## src/rtl/iter_shifter.sv

```systemverilog
// Iterative 16-bit shifter/rotator: one bit per cycle, with optional bit reversal
// of the operand at load and of the final value at completion.
module iter_shifter (
  input  logic        clk,
  input  logic        rst_n,
  input  logic        start,
  input  logic [15:0] data_in,
  input  logic [2:0]  alu_op,
  input  logic [3:0]  shamt,
  input  logic        flip_1,
  input  logic        flip_2,
  output logic [15:0] result,
  output logic        busy,
  output logic        done
);

  localparam int unsigned W  = 16;
  localparam int unsigned CW = 4;

  localparam logic [1:0] S_IDLE  = 2'd0;
  localparam logic [1:0] S_SHIFT = 2'd1;
  localparam logic [1:0] S_DONE  = 2'd2;

  localparam logic [1:0] OP_ROL = 2'd0;
  localparam logic [1:0] OP_SLL = 2'd1;
  localparam logic [1:0] OP_SRA = 2'd2;
  localparam logic [1:0] OP_SRL = 2'd3;

  logic [1:0]    state_q, state_d;
  logic [W-1:0]  work_q, work_d;
  logic [CW-1:0] count_q, count_d;
  logic [1:0]    op_q, op_d;
  logic          flip2_q, flip2_d;
  logic [W-1:0]  result_q, result_d;
  logic          busy_q, busy_d;
  logic          done_q, done_d;

  function automatic logic [W-1:0] bitrev(input logic [W-1:0] x);
    logic [W-1:0] r;
    for (int i = 0; i < int'(W); i++) begin
      r[i] = x[int'(W) - 1 - i];
    end
    return r;
  endfunction

  // Next-state and datapath; busy/done are registered from the next state.
  always_comb begin
    state_d  = state_q;
    work_d   = work_q;
    count_d  = count_q;
    op_d     = op_q;
    flip2_d  = flip2_q;
    result_d = result_q;
    case (state_q)
      S_IDLE: begin
        if (start) begin
          work_d  = flip_1 ? bitrev(data_in) : data_in;
          count_d = alu_op[2] ? '0 : shamt;
          op_d    = alu_op[1:0];
          flip2_d = flip_2;
          state_d = S_SHIFT;
        end
      end
      S_SHIFT: begin
        if (count_q != '0) begin
          case (op_q)
            OP_ROL:  work_d = {work_q[W-2:0], work_q[W-1]};
            OP_SLL:  work_d = {work_q[W-2:0], 1'b0};
            OP_SRA:  work_d = {work_q[W-1], work_q[W-1:1]};
            OP_SRL:  work_d = {1'b0, work_q[W-1:1]};
            default: work_d = work_q;
          endcase
          count_d = count_q - CW'(1);
        end else begin
          result_d = flip2_q ? bitrev(work_q) : work_q;
          state_d  = S_DONE;
        end
      end
      S_DONE:  state_d = S_IDLE;
      default: state_d = S_IDLE;
    endcase
    busy_d = (state_d != S_IDLE);
    done_d = (state_d == S_DONE);
  end

  always_ff @(posedge clk) begin
    if (!rst_n) begin
      state_q  <= S_IDLE;
      work_q   <= '0;
      count_q  <= '0;
      op_q     <= OP_ROL;
      flip2_q  <= 1'b0;
      result_q <= '0;
      busy_q   <= 1'b0;
      done_q   <= 1'b0;
    end else begin
      state_q  <= state_d;
      work_q   <= work_d;
      count_q  <= count_d;
      op_q     <= op_d;
      flip2_q  <= flip2_d;
      result_q <= result_d;
      busy_q   <= busy_d;
      done_q   <= done_d;
    end
  end

  assign result = result_q;
  assign busy   = busy_q;
  assign done   = done_q;

endmodule

```

## config.mk

```make
export PLATFORM = sky130hd
export DESIGN_NAME = iter_shifter
export DESIGN_NICKNAME = d
export VERILOG_FILES = /design/src/rtl/iter_shifter.sv
export SDC_FILE = /design/constraint.sdc
export NUM_CORES = 1
export LEC_CHECK = 0
export BUFFER_PORTS_ARGS = -buffer_cell sky130_fd_sc_hd__buf_2
export CAP_MARGIN = 5
export CORE_MARGIN = 1.5
export CORE_UTILIZATION = 40
export CTS_CLUSTER_DIAMETER = 50
export DETAILED_ROUTE_END_ITERATION = 10
export PLACE_DENSITY_LB_ADDON = 0.08
export SLEW_MARGIN = 30
export SYNTH_ARGS = -nofsm -noshare
export SYNTH_HDL_FRONTEND = slang
export SYNTH_SLANG_ARGS = --single-unit
```

## constraint.sdc

```tcl
create_clock -name clk -period 1.39 [get_ports clk]
set_input_delay 0.2085 -clock clk [delete_from_list [all_inputs] [get_ports clk]]
set_output_delay 0.2085 -clock clk [all_outputs]
set_load 0.1 [all_outputs]
```

# [Word level (Yosys, flattened, before mapping)]
# Index checks and enable logic that the tools add are counted.
[op_classes] div=0 multipliers=0 n_reduce_logical=9 bitwise=1 add_sub_neg=1 n_lt_le_gt_ge=0 eq_ne=8 shift=0 muxes=13
[op_table] operator="16-bit 2-to-1 mux" n=4
[op_table] operator="16-bit one-hot mux with 4 select lines" n=1
[op_table] operator="16-bit one-hot mux with 2 select lines" n=1
[op_table] operator="4-bit 2-to-1 mux" n=3
[op_table] operator="4-bit one-hot mux with 2 select lines" n=1
[op_table] operator="2-bit equality test, second input constant" n=3
[op_table] operator="2-bit != test, second input constant" n=3
[op_table] operator="2-bit by 1-bit equality test with 1-bit output, second input constant" n=2
[op_table] operator="2-bit logical NOT" n=2
[op_table] operator="2-bit 2-to-1 mux" n=2
[op_table] operator="2-bit one-hot mux with 2 select lines" n=1
[op_table] operator="2-bit AND reduction" n=2
[op_table] operator="4-bit AND reduction" n=1
[op_table] operator="2-bit nonzero test" n=2
[op_table] operator="4-bit nonzero test" n=1
[op_table] operator="4-bit by 1-bit subtractor with 4-bit output, second input constant" n=1
[op_table] operator="3-bit AND reduction" n=1
[op_table] operator="1-bit NOT" n=1
[word_totals] ram_bits=0 register_bits=43 memories=0 output_inout_bits=18 inputBits=28 rom_bits=0 latch_bits=0

# [Logic depth before layout (Yosys ltp)]
# Gate-level depths: netlist of run 1.
[logic_depth] word_depth=4 mapped_depth=7

# [Worst setup path after synthesis of run 1]
# OpenSTA, ideal clock, no wires.
[synth_path] path_kind="reg-to-reg" startpoint="register count_q[0]" endpoint="register count_q[0]" setup_slack_ns=-0.025 required_ns=1.256 period_less_slack_ns=1.415 arrival_ns=1.281 path_stages_with_launch=8 n_path_buf=1 cell_sequence="dfxtp_1 > inv_1 > ha_1 > nor4bb_4 > nor2_4 > buf_6 > mux2i_1 > a21oi_1"
[synth_via] elab_chain_cells=3 elab_cells_between_ends=6
[synth_rtl] element="start: declaration" line_no="31" rtl="logic [CW-1:0] count_q, count_d;"
[synth_rtl] element="start signal: assignment" line_no="99" rtl="count_q <= count_d;"
[synth_rtl] element="4-bit by 1-bit subtractor with 4-bit output / 4-bit nonzero test (equally long branches)" line_no="73, 65"
[synth_rtl] element="4-bit 2-to-1 mux / 2-bit != test (equally long branches)"
[synth_rtl] element="4-bit one-hot mux with 2 select lines / 3-bit AND reduction (equally long branches)"
# Several ways; a longest one is shown, not always the timed one. The select of a mux whose other input is x is not followed.
# A chain may end at the register's enable or synchronous reset.

# [Final worst setup path of run 1]
[layout_path] startpoint="register count_q[0]" endpoint="register count_q[3]"
# The elaborated chain is that of the path after synthesis.

==> results of run 1 <==
metrics by stage:
stage               hold WS, ns  cell area, um^2  total power, mW
finish                   0.1527             2942            4.770
global route             0.1586             2942            5.043
CTS                      0.1432             2803            4.593
detailed placement       0.4533             2686            3.767
global placement         0.4548             2686            3.757
floorplan                0.3557             2303            3.309
worst max-delay path by stage:
stage	to	slack (ns)	startpoint
after floorplan	count_q[0]$_SDFFE_PN0P_	0.007	count_q[0]$_SDFFE_PN0P_
after CTS	count_q[0]$_SDFFE_PN0P_	-0.03	count_q[1]$_SDFFE_PN0P_
after global routing	work_q[5]$_SDFFE_PN0P_	-0.11	count_q[1]$_SDFFE_PN0P_
after detailed placement	work_q[1]$_SDFFE_PN0P_	-0.10	count_q[0]$_SDFFE_PN0P_
after global placement	work_q[0]$_SDFFE_PN0P_	-0.08	count_q[0]$_SDFFE_PN0P_
final	count_q[3]$_SDFFE_PN0P_	-0.06	count_q[0]$_SDFFE_PN0P_
cell usage after synthesis:
cell,number
sky130_fd_sc_hd__and3_1,1
sky130_fd_sc_hd__clkbuf_1,6
sky130_fd_sc_hd__ha_1,1
sky130_fd_sc_hd__nor3b_1,1
sky130_fd_sc_hd__a211oi_2,5
sky130_fd_sc_hd__a211oi_1,12
sky130_fd_sc_hd__a31o_2,1
sky130_fd_sc_hd__nand2_1,33
sky130_fd_sc_hd__mux2_2,13
sky130_fd_sc_hd__and2b_1,1
sky130_fd_sc_hd__buf_1,1
sky130_fd_sc_hd__nor4_1,2
sky130_fd_sc_hd__inv_1,5
sky130_fd_sc_hd__a21oi_1,4
sky130_fd_sc_hd__nor2_4,1
sky130_fd_sc_hd__nand2_2,1
sky130_fd_sc_hd__nor2_1,27
sky130_fd_sc_hd__a2111oi_2,1
sky130_fd_sc_hd__mux2i_1,38
sky130_fd_sc_hd__o21ai_0,19
sky130_fd_sc_hd__nor4bb_4,1
sky130_fd_sc_hd__nand4b_1,1
sky130_fd_sc_hd__dfxtp_1,43
sky130_fd_sc_hd__nand2b_1,2
sky130_fd_sc_hd__a22o_1,1
sky130_fd_sc_hd__buf_2,8
sky130_fd_sc_hd__a31oi_1,1
sky130_fd_sc_hd__o22ai_1,15
sky130_fd_sc_hd__buf_6,3
sky130_fd_sc_hd__clkinv_1,1
sky130_fd_sc_hd__buf_4,2
sky130_fd_sc_hd__o21bai_1,1
sky130_fd_sc_hd__nand3_1,1
sky130_fd_sc_hd__nor3_4,1
sky130_fd_sc_hd__nor3_1,2
power by group:
part           leakage, nW  total [mW]  internal [mW]  switching (mW)
clock network       0.0477       0.769          0.344           0.425
registers            0.355        1.69           1.47           0.218
logic                0.835        2.31          0.829            1.48
cells by family after synthesis:
kind of cell               Yosys count
and+or+nand+nor                     75
buffers and inverters               26
DFF                                 43
AOI/OAI and AO/OA                   60
muxes                               51
adders and majority gates            1
worst register-to-register path, stage by stage, from the launching register on:
cell,delay [ns]
sky130_fd_sc_hd__dfxtp_2,0.34
sky130_fd_sc_hd__inv_2,0.04
sky130_fd_sc_hd__ha_4,0.15
sky130_fd_sc_hd__nor4bb_4,0.15
sky130_fd_sc_hd__nor2_4,0.24
sky130_fd_sc_hd__nor2_2,0.09
sky130_fd_sc_hd__a2111oi_4,0.33
repair_timing:
action                                  CTS  global route
endpoints found under the setup margin   22            35
gates resized for setup                   8            15
cloned                                    0             2
pin swaps                                 5             5
setup buffers                             1             5
cell type report:
cell class | count | area share [%]
multi-input cells | 188 | 47.00
flip-flops and latches | 43 | 29.43
repair buffers | 68 | 16.89
well taps | 72 | 3.063
clock buffers | 5 | 2.339
inverters | 6 | 0.7656
clock inverters | 3 | 0.5104
per-layer routing:
layer / vias to the layer above / part of all wire, % / GRT usage [%]
met2: 54 / 43 / 23.02
met1: 922 / 52 / 27.23
met5: - / 0 / 0
met3: 4 / 4.8 / 4.368
li1: 1035 / - / -
met4: 0 / 0.90 / 5.965
sequential cells by signal, indices dropped and copies added, names as in the netlist:
register,flops
busy,1
count_q,4
done,1
flip2_q,1
op_q,2
result,16
state_q,2
work_q,16
==> reports/qor.csv, run 1 <==
metric,value,unit
run status,finished with violations,
row count,27,
Reg-to-Reg End,count_q[3]$_SDFFE_PN0P_,
total half-perimeter wirelength after legalization and detailed placement,3.627,mm
"commonest cells after routing, fill and taps aside","sky130_fd_sc_hd__buf_2, sky130_fd_sc_hd__dfxtp_1, sky130_fd_sc_hd__mux2i_1",
fraction of the cycle the final worst path needs,104.1,%
Gate Count Post-Synth,256,
multiplexer fraction of the synthesized cell area,22.91,%
arrival time at the worst endpoint,1.64,ns
end of the worst hold path,op_q[1]$_SDFFE_PN0P_,
total negative slack for setup checks,-0.4650,ns
worst hold path depth,3,
source of the worst hold timing path,alu_op[1],
sort of element at the start of the critical path,flop,
antenna-violating nets left,0,
sequential fraction of the synthesis area,37.43,%
Die X-Extent,78.83,um
"Cell Area, Synth",2300,um^2
via density per instance,5.234,
synthesis warning total,0,
Top Ports,46,
Total Routing Usage GR,17.55,%
DRC errors left,0,
DIE HEIGHT,78.83,um
setup repair after global routing missed its margin,true,
number of fill cells,545,
Worst Setup End Kind,flop,
nets in the synthesized netlist,285,
number of antenna violations at the first check in global routing,0,
slew at the pin closest to its max-slew limit,0.4962,ns
number of distinct standard cells referenced by the synthesized netlist,35,
post-DR wirelength/cell,14.43,um
"critical path, cell by cell",inv_2 -> ha_4 -> nor4bb_4 -> nor2_4 -> nor2_2 -> a2111oi_4,
"reg-to-reg slack, setup",-0.06,ns
Pre-Repair DR Iteration Count,4,
slowest stage cell on the critical path,sky130_fd_sc_hd__dfxtp_2,
cell type with the largest total area after synthesis,sky130_fd_sc_hd__dfxtp_1,
TritonCTS sink count,43,
Via Count,2015,
core region area,5540,um^2
starting density of the core,41.51,%
pre-CTS setup slack,-0.1009,ns
share of final-layout standard cells stronger than drive strength 1,37.06,%
Post-CTS Hold Fix Bufs,0,
max-cap violations,0,
clock latency reported for the late side of the worst-skew pair,0.29,ns
clock root buffer,sky130_fd_sc_hd__clkbuf_8,
final worst setup slack,-0.05754,ns
setup-violating endpoint count in the final report,17,
xor-xnor portion of the synthesized cell area,0,%
fmax,690.8,MHz
required time of the worst setup path,1.58,ns
critical path start-end classification,flop to flop,
diodes inserted,0,
max_slew headroom,67.15,%
Starting DRT DRC Count,67,
TritonCTS clock tree,yes,
clock edge transition at the registers on the reported setup and hold paths,0.08,ns
number of max-slew violations in the final report,0,
worst min-delay path class,input port to flop,
number of hold violations in the final report,0,
multi-input gate area in the final layout,1383,um^2
via count of the first global-routing pass,1721,
GP Congestion,0.8155,
Synth Area in Adders,0.5441,%
Crit Reg-Reg Startpoint,count_q[0]$_SDFFE_PN0P_,
Clock Skew,0.007991,ns
P per Cell Area,1622,nW/um^2
mean instance size in the synthesized netlist,8.983,um^2
largest net degree at the start of global routing,41,
CP peak stage delay,0.34,ns
area taken by flip-flops and latches,865.8,um^2
final std cells w/o fill,385,
worst-case vdd ir drop,0.7252,mV
wire length of the first global-routing pass,8.493,mm
worst-path fanout max,7,
total length of routed wires,5.557,mm
cell count after placement,369,
Worst path depth,6,
"leading cell type in the layout, fill and taps excluded",sky130_fd_sc_hd__buf_2,
number of buffers added on ports,45,
number of H-tree branching levels,2,
die footprint,6213,um^2
net count of the finished layout,341,
top-area cell type share of the netlist area,37.43,%
violated checks,negative setup slack,
total gr overflow,0,
final core utilization,53.09,%
Max Buffers Root-to-Sink,2,
total leakage power,1.238,nW
area growth from synthesis to layout,27.91,%
combinational family with the most area after synthesis,multiplexers,
Register-to-Register Path Depth,6,
CTS Buf Count,5,
number of register bits inferred by synthesis,43,
post-synthesis compound-gate area fraction,17.74,%
clock period minus worst slack,1.448,ns
main area contributors after synthesis,"sky130_fd_sc_hd__dfxtp_1, sky130_fd_sc_hd__mux2i_1, sky130_fd_sc_hd__mux2_2",
simple logic cell fraction of the synthesized area,15.40,%
"Largest delay share family, worst path",simple AND/OR/NAND/NOR gates,
Bufs and invs on worst path,1,
Note: power is estimated with default switching activity, not from simulation.
==> inputs of run 2 (changes only) <==
--- a/config.mk
+++ b/config.mk
@@ -11,6 +11,7 @@
 export CORE_UTILIZATION = 40
 export CTS_CLUSTER_DIAMETER = 50
 export DETAILED_ROUTE_END_ITERATION = 10
+export GPL_TIMING_DRIVEN = 0
 export PLACE_DENSITY_LB_ADDON = 0.08
 export SLEW_MARGIN = 30
 export SYNTH_ARGS = -nofsm -noshare
==> run 2 against run 1 <==
  * The run still ends with negative setup slack left
  * Wire length grew 8.9%
  * Via count grew 5.4%
  * Clock power grew 22%
  * Sequential power is essentially flat
  * Total power grew 9.6%
  * Largest cell class unchanged
==> reports/qor.csv, run 2 (same netlist as run 1, synthesis figures left out) <==
metric,value,unit,change
Reg-to-Reg End,result[3]$_SDFFE_PN0P_,,was count_q[3]$_SDFFE_PN0P_
wire length of the first global-routing pass,9.432,mm,was 8.493 mm
area taken by flip-flops and latches,867.1,um^2,was 865.8 um^2
Pre-Repair DR Iteration Count,4,,unchanged
TritonCTS sink count,43,,unchanged
Worst Setup End Kind,flop,,unchanged
Max Buffers Root-to-Sink,2,,unchanged
worst hold path depth,3,,unchanged
Via Count,2123,,"was 2,015"
"commonest cells after routing, fill and taps aside","sky130_fd_sc_hd__buf_2, sky130_fd_sc_hd__dfxtp_1, sky130_fd_sc_hd__mux2i_1",,unchanged
required time of the worst setup path,1.60,ns,was 1.58 ns
clock latency reported for the late side of the worst-skew pair,0.29,ns,about the same
via density per instance,5.348,,was 5.234
cell count after placement,371,,was 369
setup repair after global routing missed its margin,true,,unchanged
clock edge transition at the registers on the reported setup and hold paths,0.08,ns,about the same
slew at the pin closest to its max-slew limit,0.6529,ns,was 0.4962 ns
run status,finished with violations,,unchanged
DIE HEIGHT,78.83,um,unchanged
die footprint,6213,um^2,unchanged
largest net degree at the start of global routing,18,,was 41
multi-input gate area in the final layout,1468,um^2,was 1383 um^2
number of buffers added on ports,43,,was 45
TritonCTS clock tree,yes,,unchanged
P per Cell Area,1666,nW/um^2,was 1622 nW/um^2
worst min-delay path class,input port to flop,,unchanged
violated checks,negative setup slack,,unchanged
arrival time at the worst endpoint,1.69,ns,was 1.64 ns
CTS Buf Count,5,,unchanged
number of H-tree branching levels,2,,unchanged
source of the worst hold timing path,alu_op[0],,was alu_op[1]
number of max-slew violations in the final report,0,,unchanged
final std cells w/o fill,397,,was 385
GP Congestion,0.7800,,was 0.8155
core region area,5540,um^2,unchanged
Crit Reg-Reg Startpoint,count_q[0]$_SDFFE_PN0P_,,unchanged
max-cap violations,0,,unchanged
setup-violating endpoint count in the final report,35,,was 17
total placed instance area,2609,um^2,was 2686 um^2
Die X-Extent,78.83,um,unchanged
max_slew headroom,56.48,%,was 67.15%
final core utilization,56.64,%,was 53.09%
sort of element at the start of the critical path,flop,,unchanged
Top Ports,46,,unchanged
worst-case vdd ir drop,0.7537,mV,was 0.7252 mV
final worst setup slack,-0.08797,ns,was -0.05754 ns
starting density of the core,41.51,%,unchanged
number of hold violations in the final report,0,,unchanged
row count,27,,unchanged
Starting DRT DRC Count,77,,was 67
total half-perimeter wirelength after legalization and detailed placement,4.124,mm,was 3.627 mm
worst-path fanout max,7,,unchanged
diodes inserted,0,,unchanged
via count of the first global-routing pass,1932,,"was 1,721"
clock root buffer,sky130_fd_sc_hd__clkbuf_8,,unchanged
fraction of the cycle the final worst path needs,106.3,%,was 104.1%
total gr overflow,0,,unchanged
fmax,676.6,MHz,was 690.8 MHz
antenna-violating nets left,0,,unchanged
total length of routed wires,6.054,mm,was 5.557 mm
number of fill cells,546,,was 545
Post-CTS Hold Fix Bufs,0,,unchanged
area growth from synthesis to layout,36.45,%,was 27.91%
net count of the finished layout,354,,was 341
total leakage power,1.322,nW,was 1.238 nW
DRC errors left,0,,unchanged
end of the worst hold path,op_q[0]$_SDFFE_PN0P_,,was op_q[1]$_SDFFE_PN0P_
share of final-layout standard cells stronger than drive strength 1,43.08,%,was 37.06%
Clock Skew,0.006196,ns,was 0.007991 ns
number of antenna violations at the first check in global routing,0,,unchanged
Register-to-Register Path Depth,9,,was 6
post-DR wirelength/cell,15.25,um,was 14.43 um
"leading cell type in the layout, fill and taps excluded",sky130_fd_sc_hd__buf_2,,unchanged
"reg-to-reg slack, setup",-0.09,ns,was -0.06 ns
Total Routing Usage GR,19.32,%,was 17.55%
"Non-Filler Cell Area, Final",3138,um^2,was 2942 um^2
clock period minus worst slack,1.478,ns,was 1.448 ns
critical path start-end classification,flop to flop,,unchanged
==> run 2: changes by cell type in the layout (fill, tap and decap cells not counted), sizes merged <==
| cell | before | now |
|---|---|---|
| buf | 67 | 75 |
| clkbuf | 6 | 13 |
| nand2 | 35 | 34 |
| bufinv | 0 | 1 |
| clkinv | 4 | 1 |
==> run 2: final cells by class <==
class	count	area share, %
buffer	18	4.306
clock buffer	6	2.313
clock inverter	1	0.9569
inverter	6	0.7177
multi-input combinational	187	46.77
sequential	43	27.63
tap	72	2.871
timing repair buffer	64	14.43
==> run 2: how the worst max path moves through the flow <==
stage	to	start	cells past startpoint	slack, ns
final	result[3]$_SDFFE_PN0P_	count_q[0]$_SDFFE_PN0P_	9	-0.09
after global routing	count_q[0]$_SDFFE_PN0P_	count_q[0]$_SDFFE_PN0P_	7	-0.19
after CTS	count_q[0]$_SDFFE_PN0P_	count_q[0]$_SDFFE_PN0P_	7	-0.09
after detailed placement	work_q[1]$_SDFFE_PN0P_	count_q[0]$_SDFFE_PN0P_	6	-0.24
after global placement	work_q[1]$_SDFFE_PN0P_	count_q[0]$_SDFFE_PN0P_	6	-0.24
after floorplan	count_q[0]$_SDFFE_PN0P_	count_q[0]$_SDFFE_PN0P_	7	0.007
==> run 2: timing repair <==
| action | CTS | global route |
|---|---|---|
| gates resized for setup | 32 | 31 |
| setup buffers | 10 | 10 |
| pin swaps | 11 | 13 |
| gates cloned | 2 | 1 |
| setup endpoints to repair | 40 | 37 |
==> run 2: power breakdown <==
group / internal, mW / total (mW) / switching [mW]
Clock: 0.527 / 0.940 / 0.413
Sequential: 1.47 / 1.71 / 0.243
Combinational: 0.994 / 2.57 / 1.58
Total: 2.99 / 5.23 / 2.24
==> run 2: worst max-delay path, stage by stage, from the launching register on <==
cell and delay, ns:
sky130_fd_sc_hd__dfxtp_2 0.36, sky130_fd_sc_hd__inv_2 0.05, sky130_fd_sc_hd__ha_4 0.16, sky130_fd_sc_hd__buf_4 0.13
sky130_fd_sc_hd__nand2b_4 0.08, sky130_fd_sc_hd__nor3_4 0.05, sky130_fd_sc_hd__buf_4 0.15, sky130_fd_sc_hd__buf_6 0.13
sky130_fd_sc_hd__buf_4 0.13, sky130_fd_sc_hd__a211oi_2 0.16
==> run 2: per-layer routing <==
layer  wire length [um]  global-route usage [%]
met4                 52                   4.737
met1               3029                   26.72
met5                  0                       0
met3                238                   3.908
met2               2733                   30.86
==> run 2: through the flow <==
stage / power (mW) / TNS [ns] / setup WS (ns) / hold WS (ns)
final: 5.228 / -1.895 / -0.08797 / 0.1470
after global routing: 5.490 / -4.603 / -0.1903 / 0.1786
after CTS: 4.944 / -0.5794 / -0.08911 / 0.1490
after detailed placement: 3.717 / -5.160 / -0.2379 / 0.4589
after global placement: 3.704 / -5.366 / -0.2436 / 0.4523
after floorplan: 3.309 / 0 / 0.007392 / 0.3557
